[src/rtl/step_segment_queue.sv]
// Per-axis FIFO of step segments that issues them back-to-back to one clk_gen.
// Optional position accumulator enabled by defining STEP_POS_EN.
module step_segment_queue #(
    parameter int DEPTH  = 16,
    parameter int ADDR_W = 4
) (
    input  logic              clk,
    input  logic              reset,
    input  logic              wr_valid,
    output logic              wr_ready,
    input  logic [31:0]       wr_reduction,
    input  logic [30:0]       wr_count,
    input  logic              wr_dir,
    input  logic              flush,
    output logic              gen_run,
    output logic [31:0]       gen_reduction,
    output logic [30:0]       gen_count,
    input  logic              gen_finish,
    output logic              dir_out,
    output logic              busy,
    output logic [ADDR_W:0]   level,
`ifdef STEP_POS_EN
    input  logic              pos_load,
    input  logic [31:0]       pos_value,
    output logic signed [31:0] pos,
`endif
    output logic [31:0]       seg_done
);

    typedef enum logic [1:0] {IDLE, START, ACTIVE} state_t;

    localparam logic [ADDR_W:0] FULL = (ADDR_W+1)'(DEPTH);

    state_t              state_q, state_d;
    logic [63:0]         mem_q [DEPTH];
    logic [ADDR_W-1:0]   wptr_q, wptr_d, rptr_q, rptr_d;
    logic [ADDR_W:0]     level_q, level_d;
    logic [31:0]         red_q, red_d;
    logic [30:0]         cnt_q, cnt_d;
    logic                dir_q, dir_d;
    logic [31:0]         done_q, done_d;
    logic [63:0]         head;
    logic                push, pop, seg_end;

    assign wr_ready = (level_q != FULL);
    assign push     = wr_valid & wr_ready & ~flush;
    assign head     = mem_q[rptr_q];

    always_comb begin
        state_d = state_q;
        pop     = 1'b0;
        seg_end = 1'b0;
        unique case (state_q)
            IDLE: begin
                if (level_q != '0 && !flush) begin
                    pop     = 1'b1;
                    state_d = START;
                end
            end
            START: state_d = ACTIVE;
            ACTIVE: begin
                if (gen_finish) begin
                    seg_end = 1'b1;
                    if (level_q != '0 && !flush) begin
                        pop     = 1'b1;
                        state_d = START;
                    end else begin
                        state_d = IDLE;
                    end
                end
            end
            default: state_d = IDLE;
        endcase
    end

    always_comb begin
        wptr_d  = wptr_q + ADDR_W'(push);
        rptr_d  = rptr_q + ADDR_W'(pop);
        level_d = level_q + (ADDR_W+1)'(push) - (ADDR_W+1)'(pop);
        if (flush) begin
            rptr_d  = wptr_q;
            level_d = '0;
        end
        red_d  = red_q;
        cnt_d  = cnt_q;
        dir_d  = dir_q;
        if (pop) begin
            // clk_gen cannot count down from a zero half-period
            red_d = (head[31:0] == '0) ? 32'd1 : head[31:0];
            cnt_d = head[62:32];
            dir_d = head[63];
        end
        done_d = done_q + 32'(seg_end);
    end

    always_ff @(posedge clk) begin
        if (push) begin
            mem_q[wptr_q] <= {wr_dir, wr_count, wr_reduction};
        end
    end

    always_ff @(posedge clk) begin
        if (reset) begin
            state_q <= IDLE;
            wptr_q  <= '0;
            rptr_q  <= '0;
            level_q <= '0;
            red_q   <= 32'd1;
            cnt_q   <= '0;
            dir_q   <= 1'b0;
            done_q  <= '0;
        end else begin
            state_q <= state_d;
            wptr_q  <= wptr_d;
            rptr_q  <= rptr_d;
            level_q <= level_d;
            red_q   <= red_d;
            cnt_q   <= cnt_d;
            dir_q   <= dir_d;
            done_q  <= done_d;
        end
    end

`ifdef STEP_POS_EN
    logic signed [31:0] pos_q, pos_d;

    always_comb begin
        pos_d = pos_q;
        if (pos_load) begin
            pos_d = pos_value;
        end else if (seg_end) begin
            pos_d = dir_q ? pos_q + {1'b0, cnt_q} : pos_q - {1'b0, cnt_q};
        end
    end

    always_ff @(posedge clk) begin
        if (reset) begin
            pos_q <= '0;
        end else begin
            pos_q <= pos_d;
        end
    end

    assign pos = pos_q;
`endif

    // run must fall in the same cycle finish rises so clk_gen does not reload
    assign gen_run       = (state_q == START) | ((state_q == ACTIVE) & ~gen_finish);
    assign gen_reduction = red_q;
    assign gen_count     = cnt_q;
    assign dir_out       = dir_q;
    assign busy          = (state_q != IDLE);
    assign level         = level_q;
    assign seg_done      = done_q;

endmodule

[config.mk]
export PLATFORM = sky130hd
export DESIGN_NAME = step_segment_queue
export DESIGN_NICKNAME = d
export VERILOG_FILES = /design/src/rtl/step_segment_queue.sv
export SDC_FILE = /design/constraint.sdc
export NUM_CORES = 1
export LEC_CHECK = 0
export BUFFER_PORTS_ARGS = -buffer_cell sky130_fd_sc_hd__buf_2
export CAP_MARGIN = 40
export CORE_MARGIN = 5
export CORE_UTILIZATION = 45
export CTS_CLUSTER_DIAMETER = 200
export DETAILED_ROUTE_END_ITERATION = 10
export HOLD_SLACK_MARGIN = 0.12
export PLACE_DENSITY_LB_ADDON = 0.12
export SLEW_MARGIN = 5
export SYNTH_ARGS = -nofsm -noshare
export SYNTH_HDL_FRONTEND = slang
export SYNTH_SLANG_ARGS = --single-unit
[constraint.sdc]
create_clock -name clk -period 15.77 [get_ports clk]
set_clock_uncertainty 0.2 [all_clocks]
set_input_delay 1.577 -clock clk [delete_from_list [all_inputs] [get_ports clk]]
set_output_delay 1.577 -clock clk [all_outputs]
set_load 0.1 [all_outputs]
==> impl_results.md, run 1 <==
- Synthesis Warnings: 0
- Hold buffer count at cts: 0
- # port buffers: around 170
- Htree depth: 3
- Post-route DRC violation count: 0
- Leak pwr: approximately 16 nW
- Final #Nets: around 2400
- First DRT Iteration DRCs: 1800
- Fin area: between 40000 and 50000 µm²
- CTS buffer count: ~120
- DRT Pass-1 Iters: 5
- Mean Syn Cell Area: about 21 µm²
- Hold WC Path Type: reg2reg
- Clk Latency, worst-skew pair: 0.68 ns
- Mapped Cells: just over 2000
- Slew Viols, Final: 0
- Finish-stage setup viols: 0
- Vias in the first global route: ~22000
- Starting density of the core: 45.2%
- Number of synthesized register bits: 1135
- Pin count of the biggest net entering global routing: around 120
- Cell Rows: 113
- Top cells by area, synth: edfxtp_1, mux4_2, dfxtp_1
- Syn Nets: ~2100
- Drt total wl: 98300 µm
- FF-to-FF path depth: 10
- Crit path capture type: register
- Area leader, netlist: edfxtp_1
- Pwr Density: 147 nW/µm²
- Reg2Reg Launch Point: rptr_q[1]
- Async SR Flop Fraction: 0%
- Total power: a little over 7 mW
- I/O pin count: around 170
- Post-route clock period utilization: roughly 28%
- CTS tree: done
- Setup TNS: 0 ns
- CP Launch Type: register
- WS Path Type: reg2reg
- Global-route wire length before repair: between 100000 and 150000 µm
- Reg-to-reg slack, setup: around 11 ns
- Clock-pin slew of the registers on the worst-case setup and hold paths: around 0.060 ns
- RSZ-0062 raised after global routing: false
- Vias: about 21000
- Post_cts resized: 0
- Area of the mapped netlist: between 40000 and 50000 µm²
- Root Buffer: clkbuf_16
- HPWL Detailed: roughly 55000 µm
- Post-synth top area share: between 70% and 80%
- GRT Util Overall: 19.3%
- Final Hold Viols: 0
- CTS max path bufs: 3
- EDFF count, synth: roughly 1000
- Remaining antenna violation count: 0
- Via density per instance: approximately 5.7
- Outcome: finished clean
- Area added between synthesis and finish: 15.4%
- Dpl cell area: ~46000 µm²
- Post-CTS setup buffer count: 0
- Maximum VDD drop: between 0.09 and 0.1 mV
- Critical path peak fanout: 54
- Reg2reg end: gen_reduction[0]
- Die area: 101000 µm²
- Critical path data required time: ~16 ns
- Hold Path Origin: gen_count[14]
- Clock Sinks: ~1100
- Critical Path AT: between 4 and 5 ns
- Core area: roughly 95000 µm²
- Max_cap viols: 0
- Routability cong.: 0.757
- Period minus WS final: roughly 4.5 ns
- Synth unique cells: 42
- Share of cells above drive strength 1: 29.9%
- Ys flop type: edfxtp_1
- Overflow after GRT: 0
- Drt wl/cell: about 27 µm
- Register area share after synthesis: between 70% and 80%
- DIE HEIGHT: 318 µm
- Worst Hold Path EP: gen_count[14]
- Slew HR: between 30 and 40%
- Actual slew at the worst max-slew pin: 0.993 ns
- Hold Crit Depth: 2
- Antenna violations before repair: 14
- Fmax: between 0.2 and 0.25 GHz
- Die width: roughly 320 µm
-- synth_stat cells, types with 2 or more instances --
cell / count
clkbuf_1: 65
or3_1: 5
and2_1: 2
buf_4: 4
inv_1: 7
mux4_2: 283
and3_1: 3
nor4_1: 10
nand3_1: 14
nand4_1: 8
ha_1: 10
xor2_1: 21
buf_2: 25
nor2b_1: 8
nor3b_1: 2
o21ai_0: 4
mux2i_1: 2
a21oi_1: 71
dfxtp_1: 111
mux4_1: 5
buf_6: 7
xnor2_1: 14
nor2_1: 55
nand2_1: 182
nor3_1: 10
edfxtp_1: 1024
a22oi_1: 64
nand2b_1: 5
buf_1: 9
-- how the worst max path moves through the flow --
stage	from	to	slack [ns]
2_1_floorplan	level[2]	mem_q[0][0]	7.83
3_3_place_gp	flush	mem_q[8][15]	10.96
3_5_place_dp	flush	mem_q[4][38]	10.88
4_1_cts	rptr_q[1]	gen_reduction[0]	11.26
5_1_grt	rptr_q[1]	gen_reduction[0]	11.04
6_report	rptr_q[1]	gen_reduction[0]	11.29
-- layout make-up --
class / instances / area, µm²
Inverter: 7 / 26.3
Timing Repair Buffer: 228 / 1560
Multi-Input combinational cell: 791 / 9360
Clock inverter: 57 / 510
Sequential cell: 1135 / 33000
Fill cell: 7364 / 45300
Antenna cell: 3 / 7.51
Tap cell: 1265 / 1580
Clock buffer: 164 / 3300
-- through the flow --
step	instances	utilization, %	worst slack [ns]	hold slack (ns)
after floorplan	2043	-	7.83	0.293
after global placement	3411	47.7	10.96	0.239
after detailed placement	3426	48.1	10.88	0.243
after CTS	3647	52.1	11.26	0.252
after global routing	3647	52.1	11.04	0.261
final	3650	52.1	11.29	0.250
-- flip-flops by register name (all words and copies together) (netlist names), 2 cells and up --
register	flops
level	5
seg_done	32
rptr_q	4
state_q	2
gen_count	31
wptr_q	4
gen_reduction	32
mem_q	1024
-- power breakdown --
group	switching (mW)	internal (mW)
clock network	1.11	1.58
registers	0.0535	3.35
logic	0.809	0.349
total	1.97	5.29
-- cells by family (layout without fill, tap and decap cells) --
logic type | Yosys count | after routing | synth area share, %
compound gates | 145 | 145 | 2.12
xor+xnor | 35 | 35 | 0.717
fa+ha+maj | 11 | 11 | 0.340
buf+inv | 117 | 456 | 1.26
flops | 1135 | 1135 | 77.2
mux | 290 | 290 | 15.3
other cells | 0 | 3 | 0
simple gates | 310 | 310 | 3.13
-- routing by layer --
layer / vias to the layer above / global-route usage [%] / wire (µm)
met1: 11100 / 27.9 / 43200
met5: - / 0 / 59
met2: 612 / 31.1 / 47300
met4: 8 / 4.21 / 1610
li1: 8876 / - / -
met3: 125 / 3.86 / 6180
-- critical path, cell delays in order (launching register included) --
cell and delay (ns):
dfxtp_4 0.79, buf_4 0.70, buf_4 0.30, buf_16 0.27
mux4_2 0.37, a22oi_1 0.25, nand2_1 0.23, nor4_1 0.28
nand4_1 0.35, o2111ai_1 0.30, o31a_1 0.17
-- cell usage in the layout (no fill, tap or decap), types with 4 or more instances in the layout --
cell type,count
nand2_1,182
nor3_1,6
nand2b_1,5
dfxtp_1,107
nor2_4,13
edfxtp_1,1024
clkbuf_1,30
nand3_1,14
nand4_1,8
buf_4,40
nor2b_1,6
or3_1,5
clkinv_2,20
o21ai_0,4
bufinv_16,8
a22oi_1,64
buf_12,9
xnor2_1,14
inv_1,7
clkinv_1,18
xor2_1,21
ha_1,10
nor3_2,5
buf_16,8
buf_2,171
mux4_1,5
clkinvlp_4,5
clkbuf_8,15
a21oi_1,71
nor2_1,42
clkbuf_16,119
mux4_2,283
nor4_1,10
No activity file was read; power rests on OpenSTA's default activity.
==> run 2: changes to the inputs <==
- clock period: 15.77 -> 4.5 ns (I/O delays scaled with it)
==> run 2 against run 1 <==
Net effect: global-route usage grew 0.94 points; non-clock buffer count grew 85; combinational power grew to 3.6 times the previous value; largest cell class unchanged; critical path depth shrank 1; critical path type unchanged; critical endpoint unchanged; die area is the same.
==> impl_results.md, run 2 (same netlist as run 1, synthesis figures left out) <==
- DIE HEIGHT: 318 µm
- GRT Util Overall: between 20% and 30%
- Hold buffer count at cts: 67
- Die area: ~100000 µm²
- HPWL Detailed: ~55000 µm
- CP Launch Type: register
- Via density per instance: 5.69
- Vias in the first global route: 21900
- Post_cts resized: 0
- DRT Pass-1 Iters: 5
- Post-route DRC violation count: 0
- Pin count of the biggest net entering global routing: 65
- Global-route wire length before repair: 151000 µm
- Overflow after GRT: 0
- Area added between synthesis and finish: 17.4%
- Root Buffer: clkbuf_16
- Largest reg by FF count: mem_q
- Worst-path cell chain: buf_12, buf_12, mux4_2, a22oi_1, nand2_1, nor4_1, nand4_1, o2111ai_1, o31a_1
- CTS max path bufs: 3
- Leak pwr: ~16 nW
- Post-CTS setup buffer count: 0
- Total power: 25.3 mW
- Slew Viols, Final: 0
- Most common cell after layout, fill and taps aside: edfxtp_1
- Worst path max stage delay: roughly 0.62 ns
- Critical path peak fanout: 29
- Final #Nets: between 2000 and 2500
- First DRT Iteration DRCs: about 2100
- I/O pin count: roughly 170
- Crit path capture type: register
- Drt total wl: just over 100000 µm
- Worst path most repeated cell: buf_12
- Max_cap viols: 0
- Outcome: finished clean
- Pwr Density: roughly 500 nW/µm²
- Post-route clock period utilization: between 70% and 80%
- # port buffers: approximately 170
- Slew HR: between 40% and 50%
- Die width: about 320 µm
- Critical path data required time: 4.92 ns
- Routability cong.: approximately 0.77
- Vias: 21200
- Final Hold Viols: 0
- Core area: between 90000 and 100000 µm²
- Clk Latency, worst-skew pair: about 0.67 ns
- Antenna violations before repair: 4
- Hold WC Path Type: reg2reg
- RSZ-0062 raised after global routing: false
- Cell Rows: 113
- Starting density of the core: 45.2%
- Commonest cells after routing, fill and taps aside: edfxtp_1, mux4_2, nand2_1
- Clock Sinks: 1135
- Fmax: approximately 0.29 GHz
- Htree depth: 3
- Clock-pin slew of the registers on the worst-case setup and hold paths: ~0.060 ns
- Share of cells above drive strength 1: about 29%
- Period minus WS final: 3.40 ns
- Setup TNS: 0 ns
- Remaining antenna violation count: 0
- Critical Path AT: between 3 and 4 ns
- Actual slew at the worst max-slew pin: 0.818 ns
- WS Path Type: reg2reg
- CTS buffer count: roughly 120
- Drt wl/cell: 27.7 µm
- Finish-stage setup viols: 0
- CTS tree: done
- Max FFs per register: between 1000 and 1500
- Slowest CP cell: dfxtp_4
- Maximum VDD drop: 0.316 mV
==> run 2: critical path: cells and delay by family (launching register included) <==
family / cells / cell delay [ns]
AND/OR/NAND/NOR: 3 / 0.79
buffers and inverters: 2 / 0.53
flip-flops: 1 / 0.62
multiplexers: 1 / 0.51
AO/OA/AOI/OAI: 3 / 0.64
==> run 2: path summary, 6_finish.rpt <==
path	start	to	slack, ns	cells after the start
setup / recovery	rptr_q[0]	gen_reduction[0]	1.10	9
setup reg to reg	rptr_q[0]	gen_reduction[0]	1.10	9
hold / removal	gen_count[10]	gen_count[10]	0.25	2
hold reg to reg	gen_count[10]	gen_count[10]	0.25	2
==> run 2: metrics by stage <==
| step | instance area (µm²) | utilization (%) | hold WS [ns] | worst slack (ns) | cells |
|---|---|---|---|---|---|
| 3_5_place_dp | 45800 | 48.5 | 0.244 | 1.06 | 3444 |
| 4_1_cts | 50200 | 53.0 | 0.202 | 1.04 | 3726 |
| 5_1_grt | 50200 | 53.0 | 0.270 | 0.812 | 3726 |
| 3_3_place_gp | 45600 | 48.2 | 0.245 | 1.10 | 3436 |
| 6_report | 50200 | 53.1 | 0.251 | 1.10 | 3727 |
| 2_1_floorplan | 42800 | - | 0.293 | 0.0922 | 2043 |
==> run 2: cell type report <==
class | instances | area [µm²]
fill | 7249 | 44400
sequential | 1135 | 33000
multi-input combinational | 791 | 9390
clock buffer | 171 | 3300
timing repair buffer | 313 | 2520
tap | 1265 | 1580
clock inverter | 44 | 363
inverter | 7 | 26.3
antenna | 1 | 2.50
==> run 2: where the power goes <==
part	total [mW]	switching [mW]	internal, mW
Clock	9.18	3.83	5.35
Sequential	11.9	0.178	11.8
Combinational	4.14	2.87	1.27
==> run 2: layer usage <==
metal | track usage, % | up-vias | share of wire, %
li1 | - | 9025 | -
met1 | 30.5 | 11400 | 46
met2 | 31.7 | 650 | 47
met3 | 3.51 | 107 | 5.9
met4 | 4.19 | 2 | 1.4
met5 | 0 | - | 0.0068
==> run 3: changes to the inputs <==
- clock period: 4.5 -> 3.4 ns (I/O delays scaled with it)
==> run 3 against run 2 <==
Net effect: sequential share of layout area about the same; critical path depth unchanged; total power increased by 32%; final cell count decreased by 0.24%; design area increased by 0.11%; critical path type unchanged.
==> impl_results.md, run 3 (same netlist as run 1, synthesis figures left out) <==
- Outcome: finished clean
- Root Buffer: clkbuf_16
- I/O pin count: ~170
- Slew Viols, Final: 0
- Clock-pin slew of the registers on the worst-case setup and hold paths: around 0.06 ns
- Slowest CP cell: dfxtp_4
- Final worst setup slack: around 0.35 ns
- Worst path max stage delay: around 0.56 ns
- CP Launch Type: register
- GRT Util Overall: about a fifth
- Pwr Density: 664 nW/µm²
- DIE HEIGHT: roughly 320 µm
- Htree depth: 3
- CP Depth: 9
- Via density per instance: approximately 5.7
- Post-route DRC violation count: 0
- DRT Pass-1 Iters: 5
- Commonest cells after routing, fill and taps aside: edfxtp_1, mux4_2, nand2_1
- Fin area: ~50000 µm²
- Hold WC Path Type: in2reg
- Max_cap viols: 0
- WS Path Type: reg2reg
- Share of cells above drive strength 1: 29.8%
- Leak pwr: around 16 nW
- Critical path peak fanout: 40
- Core area: 94600 µm²
- Global-route wire length before repair: between 150000 and 200000 µm
- CTS max path bufs: 3
- CTS tree: done
- Die width: 318 µm
- Routability cong.: between 0.7 and 0.8
- HPWL Detailed: between 50000 and 60000 µm
- Actual slew at the worst max-slew pin: 0.768 ns
- Finish-stage setup viols: 0
- Cell family with most CP delay: simple AND/OR/NAND/NOR gates
- Reg2reg end: gen_reduction[0]
- First DRT Iteration DRCs: ~1900
- Remaining antenna violation count: 0
- Critical path data required time: around 3.8 ns
- Fmax: 0.328 GHz
- Hold_ws: 0.180 ns
- Area added between synthesis and finish: 17.6%
- Final cell count without fillers: approximately 3700
- Final Hold Viols: 0
- Worst-path cell chain: buf_12, buf_4, mux4_2, a22oi_1, nand2_1, nor4_2, nand4_1, o2111ai_1, o31a_1
- Setup TNS: 0 ns
- Period minus WS final: a little over 3 ns
- Critical Path AT: roughly 3.4 ns
- FF-to-FF path depth: 9
- Placed Instances: between 3000 and 4000
- Crit path from: rptr_q[1]
- Drt wl/cell: around 28 µm
- Cell Rows: roughly 110
- Vias in the first global route: around 22000
- Total power: 33.4 mW
- Largest reg by FF count: mem_q
- Worst Setup EP: gen_reduction[0]
- Starting density of the core: approximately 45%
- Post-place setup slack: 0.356 ns
- Overflow after GRT: 0
- Die area: between 100000 and 150000 µm²
- Vias: between 20000 and 25000
- Reg-to-reg slack, setup: 0.35 ns
- # port buffers: around 170
- Max FFs per register: 1024
- Slew HR: 48.8%
- Clk Latency, worst-skew pair: ~0.67 ns
- Clock Sinks: between 1000 and 1500
- Maximum VDD drop: 0.507 mV
- Drt total wl: ~100000 µm
- Final #Nets: 2434
- Antenna violations before repair: 11
- Reg2Reg Launch Point: rptr_q[1]
- Post-route clock period utilization: between 80% and 90%
- CTS buffer count: about 110
- Most common cell after layout, fill and taps aside: edfxtp_1
- Dpl cell area: approximately 46000 µm²
- Pin count of the biggest net entering global routing: 91
- Crit path capture type: register
- Final core utilization: a little over half
- RSZ-0062 raised after global routing: false
- CP bufs+invs: 2
==> run 3: cell types whose count changed in the layout (fill, tap and decap cells not counted), sizes merged <==
| cell | previous run | this run |
|---|---|---|
| diode | 1 | 6 |
| bufinv | 5 | 7 |
| clkbuf | 171 | 154 |
| clkinv | 32 | 38 |
| buf | 246 | 240 |
| dlygate4sd3 | 67 | 68 |
==> run 3: worst min-delay path, delay by kind of cell <==
family        cells  cell delay (ns)
fa+ha+maj         1             0.15
buf+inv           2             0.29
simple gates      2             0.21
==> run 3: how the worst min path moves through the flow <==
stage,from,to,slack [ns],cells after the start
final,wr_valid,wptr_q[0],0.18,5
after global routing,wr_valid,wptr_q[0],0.22,5
after CTS,wr_valid,wptr_q[0],0.14,5
after detailed placement,gen_count[7],gen_count[7],0.25,2
after global placement,gen_reduction[21],gen_reduction[21],0.24,2
after floorplan,reset,state_q[0],0.22,1
==> run 3: repair_timing <==
item,CTS,global route
hold buffers,68,0
endpoints found under the setup margin,0,0
setup buffers,0,0
endpoints found under the hold margin,1080,0
gates resized for setup,0,0
==> run 3: layout make-up <==
type | instances | area, µm²
fill | 7354 | 44400
tap | 1265 | 1580
sequential | 1135 | 33000
inverter | 7 | 31.3
multi-input combinational | 791 | 9440
clock inverter | 52 | 445
antenna | 6 | 15.0
clock buffer | 154 | 3140
timing repair buffer | 308 | 2580
==> run 3: routing by layer <==
metal | track usage, % | part of all wire (%) | vias to the layer above
met3 | 3.34 | 6.4 | 112
met1 | 30.0 | 44 | 11400
met4 | 4.28 | 1.5 | 4
met5 | 0 | 0.026 | -
met2 | 33.0 | 48 | 671
li1 | - | - | 9015
==> run 3: power by group <==
part / switching (mW) / internal [mW] / total, mW / leakage, nW
clock network: 5.02 / 6.96 / 12.0 / 1.78
logic: 3.89 / 1.70 / 5.59 / 3.95
registers: 0.229 / 15.6 / 15.8 / 10.1
